`config.mk`:
```
export PLATFORM = sky130hd
export DESIGN_NAME = controlador_de_interrupcao
export DESIGN_NICKNAME = d
export VERILOG_FILES = /design/src/rtl/izero_int_pkg.sv /design/src/rtl/int_prio_enc.sv /design/src/rtl/controlador_de_interrupcao.sv
export SDC_FILE = /design/constraint.sdc
export NUM_CORES = 1
export LEC_CHECK = 0
export CORE_ASPECT_RATIO = 1.5
export CORE_UTILIZATION = 53
export CTS_BUF_LIST = sky130_fd_sc_hd__clkbuf_8
export DETAILED_ROUTE_END_ITERATION = 6
export PLACE_DENSITY = 0.95
export RECOVER_POWER = 25
export SYNTH_ARGS = -nofsm -noshare
export SYNTH_HDL_FRONTEND = slang
export SYNTH_HIERARCHICAL = 1
export SYNTH_SLANG_ARGS = --single-unit
```
`constraint.sdc`:
```
create_clock -name clk -period 3.84 [get_ports clk]
set_clock_uncertainty 0.1 [all_clocks]
set_input_delay 0.768 -clock clk [delete_from_list [all_inputs] [get_ports clk]]
set_output_delay 0.768 -clock clk [all_outputs]
set_load 0.02 [all_outputs]
```
`src/rtl/izero_int_pkg.sv`:
```
// Shared definitions for the interrupt controller: FSM state encoding and
// default sizing of the request vector and cause index.
package izero_int_pkg;

  localparam int DEF_N_IRQ   = 8;
  localparam int DEF_CAUSE_W = 3;

  typedef enum logic [1:0] {
    ST_IDLE    = 2'd0,
    ST_REQ     = 2'd1,
    ST_SERVICE = 2'd2
  } state_t;

endpackage

```
`src/rtl/int_prio_enc.sv`:
```
// Combinational priority encoder: reports whether any bit is set and the
// index of the lowest set bit (index 0 has the highest priority).
module int_prio_enc
  import izero_int_pkg::*;
#(
  parameter int N_IRQ   = DEF_N_IRQ,
  parameter int CAUSE_W = DEF_CAUSE_W
) (
  input  logic [N_IRQ-1:0]   vec,
  output logic               valid,
  output logic [CAUSE_W-1:0] idx
);

  always_comb begin
    idx   = '0;
    valid = |vec;
    // Scan downwards so the lowest set index is the last one written.
    for (int i = N_IRQ - 1; i >= 0; i--) begin
      if (vec[i]) idx = CAUSE_W'(i);
    end
  end

endmodule

```
`src/rtl/controlador_de_interrupcao.sv`:
```
// Interrupt controller: edge-latches peripheral requests, raises intr, records
// the winning source on inta and blocks new requests until eoi. Optional
// input synchronizer enabled with `define IRQ_SYNC_EN.
module controlador_de_interrupcao
  import izero_int_pkg::*;
#(
  parameter int N_IRQ   = DEF_N_IRQ,
  parameter int CAUSE_W = DEF_CAUSE_W
) (
  input  logic               clk,
  input  logic               reset,
  input  logic [N_IRQ-1:0]   irq,
  input  logic               mask_we,
  input  logic [N_IRQ-1:0]   mask_in,
  input  logic               inta,
  input  logic               eoi,
  output logic               intr,
  output logic [CAUSE_W-1:0] cause,
  output logic               in_service,
  output logic [N_IRQ-1:0]   pending
);

  state_t             state_reg, state_next;
  logic               intr_reg, intr_next;
  logic               in_service_reg, in_service_next;
  logic [CAUSE_W-1:0] cause_reg, cause_next;
  logic [N_IRQ-1:0]   pending_reg, pending_next;
  logic [N_IRQ-1:0]   pending_clr;
  logic [N_IRQ-1:0]   mask_reg;
  logic [N_IRQ-1:0]   irq_q;
  logic [N_IRQ-1:0]   irq_src;
  logic [N_IRQ-1:0]   irq_rise;
  logic [N_IRQ-1:0]   active;
  logic               win_valid;
  logic [CAUSE_W-1:0] win_idx;

`ifdef IRQ_SYNC_EN
  logic [N_IRQ-1:0] sync1_reg, sync2_reg;

  always_ff @(posedge clk or posedge reset) begin
    if (reset) begin
      sync1_reg <= '0;
      sync2_reg <= '0;
    end else begin
      sync1_reg <= irq;
      sync2_reg <= sync1_reg;
    end
  end

  assign irq_src = sync2_reg;
`else
  assign irq_src = irq;
`endif

  genvar gi;
  generate
    for (gi = 0; gi < N_IRQ; gi++) begin : g_edge
      assign irq_rise[gi]     = irq_src[gi] & ~irq_q[gi];
      // A fresh edge beats an acknowledge clear in the same cycle.
      assign pending_next[gi] = (pending_reg[gi] & ~pending_clr[gi]) | irq_rise[gi];
    end
  endgenerate

  assign active = pending_reg & mask_reg;

  int_prio_enc #(
    .N_IRQ   (N_IRQ),
    .CAUSE_W (CAUSE_W)
  ) u_prio (
    .vec   (active),
    .valid (win_valid),
    .idx   (win_idx)
  );

  always_ff @(posedge clk or posedge reset) begin
    if (reset) begin
      state_reg      <= ST_IDLE;
      intr_reg       <= 1'b0;
      in_service_reg <= 1'b0;
      cause_reg      <= '0;
      pending_reg    <= '0;
      mask_reg       <= '0;
      irq_q          <= '0;
    end else begin
      state_reg      <= state_next;
      intr_reg       <= intr_next;
      in_service_reg <= in_service_next;
      cause_reg      <= cause_next;
      pending_reg    <= pending_next;
      irq_q          <= irq_src;
      if (mask_we) mask_reg <= mask_in;
    end
  end

  always_comb begin
    state_next      = state_reg;
    intr_next       = intr_reg;
    in_service_next = in_service_reg;
    cause_next      = cause_reg;
    pending_clr     = '0;
    case (state_reg)
      ST_IDLE: begin
        if (win_valid) begin
          state_next = ST_REQ;
          intr_next  = 1'b1;
        end
      end
      ST_REQ: begin
        // Winner is re-evaluated here, so a late higher-priority source wins.
        if (inta && win_valid) begin
          cause_next           = win_idx;
          pending_clr[win_idx] = 1'b1;
          intr_next            = 1'b0;
          in_service_next      = 1'b1;
          state_next           = ST_SERVICE;
        end else if (!win_valid) begin
          intr_next  = 1'b0;
          state_next = ST_IDLE;
        end
      end
      ST_SERVICE: begin
        if (eoi) begin
          in_service_next = 1'b0;
          state_next      = ST_IDLE;
        end
      end
      default: begin
        state_next      = ST_IDLE;
        intr_next       = 1'b0;
        in_service_next = 1'b0;
      end
    endcase
  end

  assign intr       = intr_reg;
  assign cause      = cause_reg;
  assign in_service = in_service_reg;
  assign pending    = pending_reg;

endmodule

```
; ---- Word-level counts from Yosys, hierarchy flattened
; Cells that the tools add are included.
[totals]
ff_bits = 31
latch_bits = 0
mem_bits_rw = 0
mem_bits_ro = 0
inputBits = 21
output_inout_bits = 13
wordCells = 90
mem_count = 0
[op_classes]
add_sub_neg = 0
multipliers = 0
div_mod_pow = 0
order_cmp = 2
n_eq_ne = 6
shifts = 0
muxes = 24
bitwise = 43
reduce_logical = 8
[op_table]
columns = op, count
row1 = two-way mux 3 bit, 8
row2 = inverter 1 bit, 18
row3 = AND 1 bit, 16
row4 = two-way mux 8 bit, 2
row5 = AND reduction 3 bit, 3
row6 = AND 8 bit, 1
row7 = two-way mux 2 bit, 4
row8 = OR 1 bit, 8
row9 = OR reduction 8 bit, 1
row10 = two-way mux 1 bit, 6
row11 = != test 2 bit (second input constant), 3
row12 = case mux 1 bit (3 select lines), 2
row13 = case mux 2 bit (3 select lines), 1
row14 = less-than comparator 3 x 4 -> 1 bit (second input constant), 1
row15 = demux 1 bit (select 3 bit), 1
row16 = greater-or-equal comparator 3 x 1 -> 1 bit (second input constant), 1
row17 = != test 3 bit (second input constant), 1
row18 = equality test 2 x 1 -> 1 bit (second input constant), 1
row19 = equality test 2 bit (second input constant), 1
row20 = logical AND 1 bit, 2
row21 = zero test 2 bit, 1
row22 = AND reduction 2 bit, 1

; ---- Logic depth before layout (Yosys ltp)
; Gate-level depths: netlist of the first run.
[depth]
ltp_word = 18
depth_mapped = 7
mapped_depth_nobuf = 7

; ---- Hierarchy
; The synthesis of the first run kept the hierarchy.
[modules_own_cells]
columns = mod, n_inst, cells_per_inst, area_each_um2, seq_area_each_um2
row1 = controlador_de_interrupcao, 1, 96, 1208.7, 775.7
row2 = int_prio_enc, 1, 13, 81.3, 0.0

; ---- Worst setup path after synthesis of the first run
; Ideal clock, no wire load.
[synth_timing]
path_type = reg2reg
from = register pending_reg[4] (netlist: pending[4])
to = register pending_reg[1] (netlist: pending[1])
setup_ns = 0.138
arrival_time_ns = 2.008
t_required_ns = 3.602
path_slack_ns = 1.595
stages_incl_launch_ff = 6
n_path_buf = 0
period_less_slack_ns = 2.245
cell_sequence = dfrtp_1 -> and2_1 -> o41ai_1 -> inv_1 -> o41ai_1 -> o21ai_0
[synth_between]
elab_chain_len = 15
elab_cells_between_ends = 18
cone_classes = order compare: 2 / mux: 9 / bitwise: 4 / reduce/logical: 3
[synth_rtl]
columns = element, line
row1 = "start, declared", controlador_de_interrupcao.sv:27  ; logic [N_IRQ-1:0] pending_reg, pending_next;
row2 = "start signal, assigned", controlador_de_interrupcao.sv:89  ; pending_reg <= pending_next;
row3 = AND 8 bit *, controlador_de_interrupcao.sv:64  ; assign active = pending_reg & mask_reg;
row4 = named net active[4], controlador_de_interrupcao.sv:33  ; logic [N_IRQ-1:0] active;
row5 = two-way mux 3 bit * (5 in series), int_prio_enc.sv:19  ; if (vec[i]) idx = CAUSE_W'(i);
row6 = named net win_idx[0], controlador_de_interrupcao.sv:35  ; logic [CAUSE_W-1:0] win_idx;
row7 = less-than comparator 3 x 4 -> 1 bit (implied by the code) or greater-or-equal comparator 3 x 1 -> 1 bit (tied branches), controlador_de_interrupcao.sv:112  ; pending_clr[win_idx] = 1'b1;
row8 = logical AND 1 bit (implied by the code), controlador_de_interrupcao.sv:112
row9 = two-way mux 1 bit (implied by the code), controlador_de_interrupcao.sv:112
row10 = demux 1 bit (select 3 bit) *, controlador_de_interrupcao.sv:112
row11 = two-way mux 8 bit *, controlador_de_interrupcao.sv:110  ; if (inta && win_valid) begin
row12 = two-way mux 8 bit *, controlador_de_interrupcao.sv:101  ; case (state_reg)
row13 = inverter 1 bit *, controlador_de_interrupcao.sv:60  ; assign pending_next[gi] = (pending_reg[gi] & ~pending_clr[gi]) | irq_rise[gi];
row14 = AND 1 bit *, controlador_de_interrupcao.sv:60
row15 = OR 1 bit *, controlador_de_interrupcao.sv:60
row16 = named net pending_next[1], controlador_de_interrupcao.sv:27
; The timed path passes the listed nets; every way through them passes the cells marked *.
; A chain may end at the register's enable or synchronous reset.

; ---- Worst setup path after layout of the first run
[layout_timing]
from = register pending_reg[4] (netlist: pending[4])
to = register pending_reg[2] (netlist: pending[2])
; The elaborated chain is that of the path after synthesis.

==> reports/qor.txt, run 1 <==
share of cells above drive strength 1 -> 11.56%
via count -> 966
Final Hold Fails -> 0
CTS tree -> built
fillers -> 168
largest cells by area after synthesis -> dfrtp_1, mux2_2, o21ai_0, inv_1, and2_1
clock network latency to the later pin of the worst-skew pair -> 0.28 ns
global-route wire length before repair -> 4429 um
sum of negative setup slack -> 0 ns
hold depth -> 1
hold crit path type -> flip-flop to flip-flop
clock group share of total power -> 24.3%
Final Max Slew Viols -> 0
post_cts resized -> 0
Yosys cell types -> 23
commonest non-fill, non-tap cell in the layout -> dfrtp_1
vias in the first global route -> 1017
total power divided by cell area -> 607.3 nW/um^2
antenna violations before repair -> 0
FMAX -> 0.3876 GHz
CTS Hold Bufs -> 0
R2R setup slack -> 1.26 ns
CTS Sinks -> 31
final net count -> 168
drt drc -> 0
largest net degree at the start of global routing -> 32
Ant. Diodes -> 0
core area -> 2260 sq um
Worst-path clk slew -> 0.06 ns
iteration count of the initial detailed-routing pass -> 4
clock root buffer -> clkbuf_8
io pins -> 34
die extent in x -> 42.28 um
Seq/Total Area, Yosys -> 60.14%
mean post-synth cell area -> 11.83 sq um
drt wl/cell -> 15.55 um
GR Overflow Total -> 0
post-CTS setup buffer count -> 0
peak supply drop -> 0.0003536 V
Seq. cell area -> 775.7 sq um
area of the mapped netlist -> 1290 sq um
Startpoint Class -> flip-flop
die height -> 62.42 um
cell taking the most area after synthesis -> dfrtp_1
post-synth top area share -> 60.14%
Slew @ Worst Pin -> 1.121 ns
CTS H-tree lvls -> 2
Multi-input gate area -> 417.9 sq um
Worst Hold End -> pending[3]
Syn Inst Count -> 109
crit share post-route -> 67.19%
Crit Path Class -> flip-flop to flip-flop
register bit total from synthesis -> 31
most frequent cells in the layout -> dfrtp_1, clkdlybuf4s50_1, inv_1
Post-Syn Nets -> 130
placed wire-length estimate -> 2030 um
GPL Wtd Cong -> 0.7648
Worst EP arrival -> 2.62 ns
Die ar. -> 2639 sq um
vias per inst -> 5.682
Post-Place Worst Slack -> 1.382 ns
std cell rows -> 21
area delta synth->final -> 31.81%
slew margin rel. -> 25.18%
register share of total power -> 42.4%
Max Root-Sink Buffers -> 2
Psw -> 0.3457 mW
max cap viols -> 0
Gate power share -> 33.3%
Reg2Reg Capture Point -> pending[2]
Tmin final -> 2.580 ns
Lkg Pwr -> 0.7422 nW
CP max FO -> 6
Sw Share -> 33.48%
final wirelength -> 2644 um
Starting Density -> 57.09%
IO Port Bufs -> 33
Num CTS Buffers -> 5
Reg2Reg Depth -> 7
status -> complete, no violations
YS warnings -> 6
Total GRT Usage -> 23.35%
CP endpoint kind -> flip-flop
Setup-failing EPs final -> 0
antenna-violating nets left -> 0
fin worst setup slack -> 1.260 ns
DRT iter0 DRCs -> 40
Critical Path RT -> 3.88 ns
hold path start -> irq_q[3]
RSZ-0062 raised after global routing -> no
internal power -> 0.6869 mW
worst reg2reg startpoint -> pending[4]
worst max path at each step:
| stage | from | endpoint | slack, ns | cells past startpoint |
|---|---|---|---|---|
| final | pending[4] | pending[2] | 1.26 | 7 |
| after global placement | pending[5] | pending[2] | 1.50 | 7 |
| after CTS | pending[4] | pending[2] | 1.32 | 7 |
| after detailed placement | pending[4] | pending[2] | 1.38 | 7 |
| after global routing | pending[4] | pending[2] | 1.09 | 7 |
| after floorplan | pending[4] | pending[1] | 1.59 | 5 |
synth_stat cells (all sizes together):
cell and count:
o21bai 1, inv 16, nor2b 1, a21boi 1, nand2 7, a21oi 1, mux2 8, and2 8
a32o 1, o41ai 7, nor4 1, clkbuf 1, nand4b 1, nor2 3, and3b 1, dfrtp 31
o21ai 14, nand3 1, buf 1, o31ai 3, and3 1
cell families (layout without fill, tap and decap cells):
kind of cell           Yosys count  in the layout  synth area share [%]
muxes                            8              8                 6.984
buffers and inverters           18             56                 5.819
and+or+nand+nor                 24             24                 11.64
AOI/OAI and AO/OA               28             28                 15.42
DFF                             31             31                 60.14
routing by layer:
layer	up-vias	share of wire [%]	global-route usage, %
li1	453	-	-
met1	471	35	22.27
met2	33	57	41.35
met3	9	4.8	8.092
met4	0	2.6	13.67
met5	-	0	0
worst max-delay path, stage by stage (launching register included):
cell	delay [ns]
dfrtp_1	0.40
and2_0	0.21
nor2_1	0.11
o21ai_0	0.10
a21boi_0	0.65
inv_1	0.20
o41ai_1	0.50
o21ai_0	0.16
layout make-up:
type	instances	share of cell area (%)
clock buffers	6	4.857
clock inverters	1	0.2943
inverters	16	3.532
multi-input cells	60	24.58
flip-flops and latches	31	45.62
well taps	23	1.692
repair buffers	33	19.43
power by group through the flow:
stage                     logic (mW)  registers, mW  clock network [mW]
after floorplan                0.163          0.487                   0
after global placement         0.338          0.441                   0
after detailed placement       0.353          0.447                   0
after CTS                      0.354          0.442               0.258
after global routing           0.372          0.446               0.272
final                          0.344          0.438               0.251
metrics by stage:
stage | total power, mW | cells | cell area (sq um) | hold slack (ns) | util (%)
6_report | 1.033 | 170 | 1700 | 0.3074 | 75.25
5_1_grt | 1.089 | 170 | 1700 | 0.3246 | 75.25
4_1_cts | 1.054 | 170 | 1722 | 0.3101 | 76.19
3_5_place_dp | 0.7997 | 163 | 1634 | 0.3013 | 72.31
3_3_place_gp | 0.7788 | 163 | 1634 | 0.2988 | 72.31
2_1_floorplan | 0.6508 | 109 | 1290 | 0.2919 | -
No activity file was read; power rests on OpenSTA's default activity.
==> run 2, diff against run 1 <==
CORE_UTILIZATION = 49   (was 53)
PLACE_DENSITY = 0.93   (was 0.95)
clock period = 2.7 ns   (was 3.84 ns; I/O delays follow)
==> run 2 against run 1 <==
  * The flow now finishes with violations (DRC, capacitance limit, slew limit)
  * Clock power increased by 24%
  * Utilization decreased by 5.9 points
  * Sequential share of layout area decreased by 0.50 points
  * Non-clock buffer count increased by 2
  * Critical path depth decreased by 1
  * Count of clock-buffer cells in the layout decreased by 1
  * Sequential cell count unchanged
  * Cell count increased by 1.2%
==> reports/qor.txt, run 2 (synthesized netlist as in run 1, its figures left out) <==
status -> finished, violations left
failing checks -> DRC, capacitance limit, slew limit
Lkg Pwr -> 0.7473 nW
worst setup path end -> pending[3]
Reg2Reg Capture Point -> pending[3]
antenna violations before repair -> 0
CTS tree -> built
CP max FO -> 6
io pins -> 34
Slew @ Worst Pin -> 1.584 ns
Final Max Slew Viols -> 32
largest net degree at the start of global routing -> 32
Setup-failing EPs final -> 0
global-route wire length before repair -> 4395 um
Startpoint Class -> flip-flop
Reg2Reg Depth -> 6
IO Port Bufs -> 33
Num CTS Buffers -> 5
Starting Density -> 52.07%
Critical Path RT -> 2.74 ns
GPL Wtd Cong -> 0.8064
CTS Hold Bufs -> 0
via count -> 960
Fin Hold WS -> 0.3144 ns
post-CTS setup buffer count -> 0
max cap viols -> 1
drt drc -> 1
post_cts resized -> 0
worst reg2reg startpoint -> pending[1]
Total GRT Usage -> 21.64%
final wirelength -> 2606 um
die height -> 64.84 um
Crit. Startpoint -> pending[1]
CTS Sinks -> 31
std cell rows -> 22
commonest non-fill, non-tap cell in the layout -> dfrtp_1
most frequent cells in the layout -> dfrtp_1, clkdlybuf4s50_1, inv_1
fillers -> 189
antenna-violating nets left -> 0
clock network latency to the later pin of the worst-skew pair -> 0.27 ns
GR Overflow Total -> 0
R2R setup slack -> 0.42 ns
Die ar. -> 2846 sq um
die extent in x -> 43.90 um
DRT iter0 DRCs -> 28
clock root buffer -> clkbuf_8
placed wire-length estimate -> 2025 um
RSZ-0062 raised after global routing -> no
final net count -> 170
drt wl/cell -> 15.15 um
Max Root-Sink Buffers -> 2
Post-Place Worst Slack -> 0.4775 ns
design area -> 1719 sq um
hold crit path type -> flip-flop to flip-flop
Worst EP arrival -> 2.33 ns
peak supply drop -> 0.0004921 V
Ant. Diodes -> 0
total power divided by cell area -> 841.8 nW/um^2
share of cells above drive strength 1 -> 12.16%
CP endpoint kind -> flip-flop
Worst-path clk slew -> 0.06 ns
iteration count of the initial detailed-routing pass -> 7
fin worst setup slack -> 0.4164 ns
CTS H-tree lvls -> 2
FMAX -> 0.4379 GHz
Crit Path Class -> flip-flop to flip-flop
sum of negative setup slack -> 0 ns
area delta synth->final -> 33.27%
Layout Utilization -> 69.39%
Placed Area -> 1650 sq um
vias in the first global route -> 997
core area -> 2477 sq um
slew margin rel. -> -5.584%
crit share post-route -> 84.58%
vias per inst -> 5.581
Tmin final -> 2.284 ns
Final Hold Fails -> 0
[run 2: how the worst min path moves through the flow]
stage	end	slack (ns)	depth (start not counted)	startpoint
final	pending[1]	0.31	1	irq_q[1]
after global routing	pending[2]	0.33	1	irq_q[2]
after CTS	pending[4]	0.32	1	irq_q[4]
after detailed placement	pending[1]	0.31	1	irq_q[1]
after global placement	pending[4]	0.29	1	irq_q[4]
after floorplan	pending[3]	0.29	1	irq_q[3]
[run 2: where the power goes]
group	switching (mW)	total, mW	internal [mW]
registers	0.0674	0.625	0.558
logic	0.275	0.512	0.237
clock network	0.143	0.310	0.167
total	0.485	1.45	0.962
[run 2: critical path: stages (launching register included)]
cell	delay [ns]
dfrtp_1	0.40
and2_1	0.18
nor2_1	0.17
a21boi_0	0.65
inv_1	0.19
o41ai_2	0.35
o21ai_1	0.11
[run 2: through the flow]
step | cells | total power, mW
2_1_floorplan | 109 | 0.9255
3_3_place_gp | 166 | 1.116
3_5_place_dp | 166 | 1.146
4_1_cts | 172 | 1.463
5_1_grt | 172 | 1.534
6_report | 172 | 1.447
[run 2: per-layer routing]
metal  track usage (%)  routed length [um]  up-vias
met3             5.571                  98        7
met5                 0                   0        -
met4             13.26                  83        0
li1                  -                   -      456
met1             20.26                 918      475
met2             39.74                1506       22
[run 2: cell type report]
class	count	area (sq um)	share of cell area, %
inverters	16	60.06	3.493
repair buffers	35	341.6	19.87
multi-input cells	60	439.2	25.55
well taps	24	30.03	1.747
clock buffers	5	68.82	4.003
flip-flops and latches	31	775.7	45.12
clock inverters	1	3.754	0.2183
==> run 3, diff against run 2 <==
clock period = 2.4 ns   (was 2.7 ns; I/O delays follow)
==> run 3 against run 2 <==
  * The flow now finishes without violations
  * Utilization is 1.5 points higher
  * Maximum frequency is 6.2% higher
  * Cell count is 1.7% higher
  * Global-route usage is 0.57 points higher
  * Hold slack better by 0.0029 ns
  * Total power is 19% higher
  * Critical path depth is 1 higher
  * Sequential cell count stayed put
  * Largest cell class unchanged
  * Largest power group unchanged
==> reports/qor.txt, run 3 (synthesized netlist as in run 1, its figures left out) <==
internal power -> 1.158 mW
sum of negative setup slack -> 0 ns
Sw Share -> 32.60%
Fin Hold WS -> 0.3173 ns
peak supply drop -> 0.0006874 V
R2R setup slack -> 0.25 ns
vias in the first global route -> 1007
fin worst setup slack -> 0.2506 ns
cells along the critical path -> and2_1, inv_1, a21oi_1, o41ai_1, inv_1, o41ai_1, o21ai_0
Slew @ Worst Pin -> 0.7338 ns
Tmin final -> 2.149 ns
Layout Utilization -> 70.86%
antenna violations before repair -> 0
Die ar. -> 2846 sq um
largest net degree at the start of global routing -> 32
GPL Wtd Cong -> 0.8086
Max Root-Sink Buffers -> 2
post_cts resized -> 0
Worst Hold End -> pending[4]
share of cells above drive strength 1 -> 14.57%
final wirelength -> 2620 um
slew margin rel. -> 51.08%
core area -> 2477 sq um
Final Hold Fails -> 0
clock network latency to the later pin of the worst-skew pair -> 0.28 ns
most frequent cells in the layout -> dfrtp_1, clkdlybuf4s50_1, inv_1
drt drc -> 0
critical path's slowest cell -> o41ai_1
Final Max Slew Viols -> 0
Num CTS Buffers -> 5
global-route wire length before repair -> 4450 um
CTS Sinks -> 31
status -> complete, no violations
crit share post-route -> 89.56%
FMAX -> 0.4652 GHz
Ant. Diodes -> 0
CP max FO -> 5
clock root buffer -> clkbuf_8
drt wl/cell -> 14.97 um
area delta synth->final -> 36.08%
Startpoint Class -> flip-flop
CTS Hold Bufs -> 0
Starting Density -> 52.07%
CTS H-tree lvls -> 2
Total GRT Usage -> 22.21%
Post-Place Worst Slack -> 0.2991 ns
CP endpoint kind -> flip-flop
Gate power share -> 34.1%
placed wire-length estimate -> 2004 um
Critical Path RT -> 2.44 ns
post-CTS setup buffer count -> 0
std cell rows -> 22
via count -> 964
Worst-path clk slew -> 0.06 ns
Psw -> 0.5600 mW
Worst EP arrival -> 2.19 ns
Reg2Reg Capture Point -> pending[5]
RSZ-0062 raised after global routing -> no
DRT iter0 DRCs -> 18
iteration count of the initial detailed-routing pass -> 6
Setup-failing EPs final -> 0
IO Port Bufs -> 33
Worst path max stage delay -> 0.47 ns
total power divided by cell area -> 978.7 nW/um^2
io pins -> 34
worst reg2reg startpoint -> pending[6]
hold depth -> 1
vias per inst -> 5.509
Crit Path Class -> flip-flop to flip-flop
Lkg Pwr -> 0.7700 nW
clock group share of total power -> 25.3%
die height -> 64.84 um
antenna-violating nets left -> 0
Reg2Reg Depth -> 7
commonest non-fill, non-tap cell in the layout -> dfrtp_1
hold crit path type -> flip-flop to flip-flop
CTS tree -> built
GR Overflow Total -> 0
final net count -> 171
register share of total power -> 40.7%
max cap viols -> 0
die extent in x -> 43.90 um
hold path start -> irq_q[4]
[run 3: changes by cell type in the layout (fill, tap and decap cells not counted)]
cell,before,now
buf_4,1,2
clkbuf_1,1,0
clkbuf_2,0,1
clkbuf_8,5,7
clkdlybuf4s50_1,25,24
dlygate4sd3_1,8,9
[run 3: per-stage QoR]
step	instances	power [mW]	instance area [sq um]
after CTS	175	1.734	1758
after global placement	167	1.264	1658
final	175	1.718	1755
after floorplan	109	1.041	1290
after detailed placement	167	1.299	1658
after global routing	175	1.821	1755
[run 3: worst max-delay path: cells and delay by family (launching register included)]
kind	cells	cell delay, ns
DFF	1	0.39
AOI/OAI and AO/OA	4	1.06
buffers and inverters	2	0.26
and+or+nand+nor	1	0.20
[run 3: power groups by stage]
stage          sequential [mW]  combinational [mW]  clock, mW
2_1_floorplan            0.780               0.262          0
3_3_place_gp             0.701               0.563          0
3_5_place_dp             0.710               0.589          0
4_1_cts                  0.700               0.592      0.443
5_1_grt                  0.712               0.636      0.473
6_report                 0.699               0.585      0.434
[run 3: worst max-delay path by stage]
stage / startpoint / end
2_1_floorplan: pending[4] / pending[1]
3_3_place_gp: inta / pending[2]
3_5_place_dp: pending[4] / pending[2]
4_1_cts: pending[6] / pending[5]
5_1_grt: pending[4] / pending[2]
6_report: pending[6] / pending[5]
[run 3: metal layers]
| metal | wire length [um] | vias to the layer above | track usage, % | part of all wire [%] |
|---|---|---|---|---|
| met5 | 0 | - | 0 | 0 |
| met4 | 128 | 0 | 16.29 | 4.9 |
| met3 | 107 | 12 | 6.964 | 4.1 |
| met2 | 1389 | 28 | 37.31 | 53 |
| met1 | 995 | 465 | 22.10 | 38 |
| li1 | - | 459 | - | - |
[run 3: layout make-up]
type | instances | area (sq um)
clock buffer | 7 | 96.34
timing repair buffer | 36 | 350.3
tap | 24 | 30.03
fill | 177 | 721.9
multi-input combinational | 60 | 439.2
clock inverter | 1 | 3.754
inverter | 16 | 60.06
sequential | 31 | 775.7
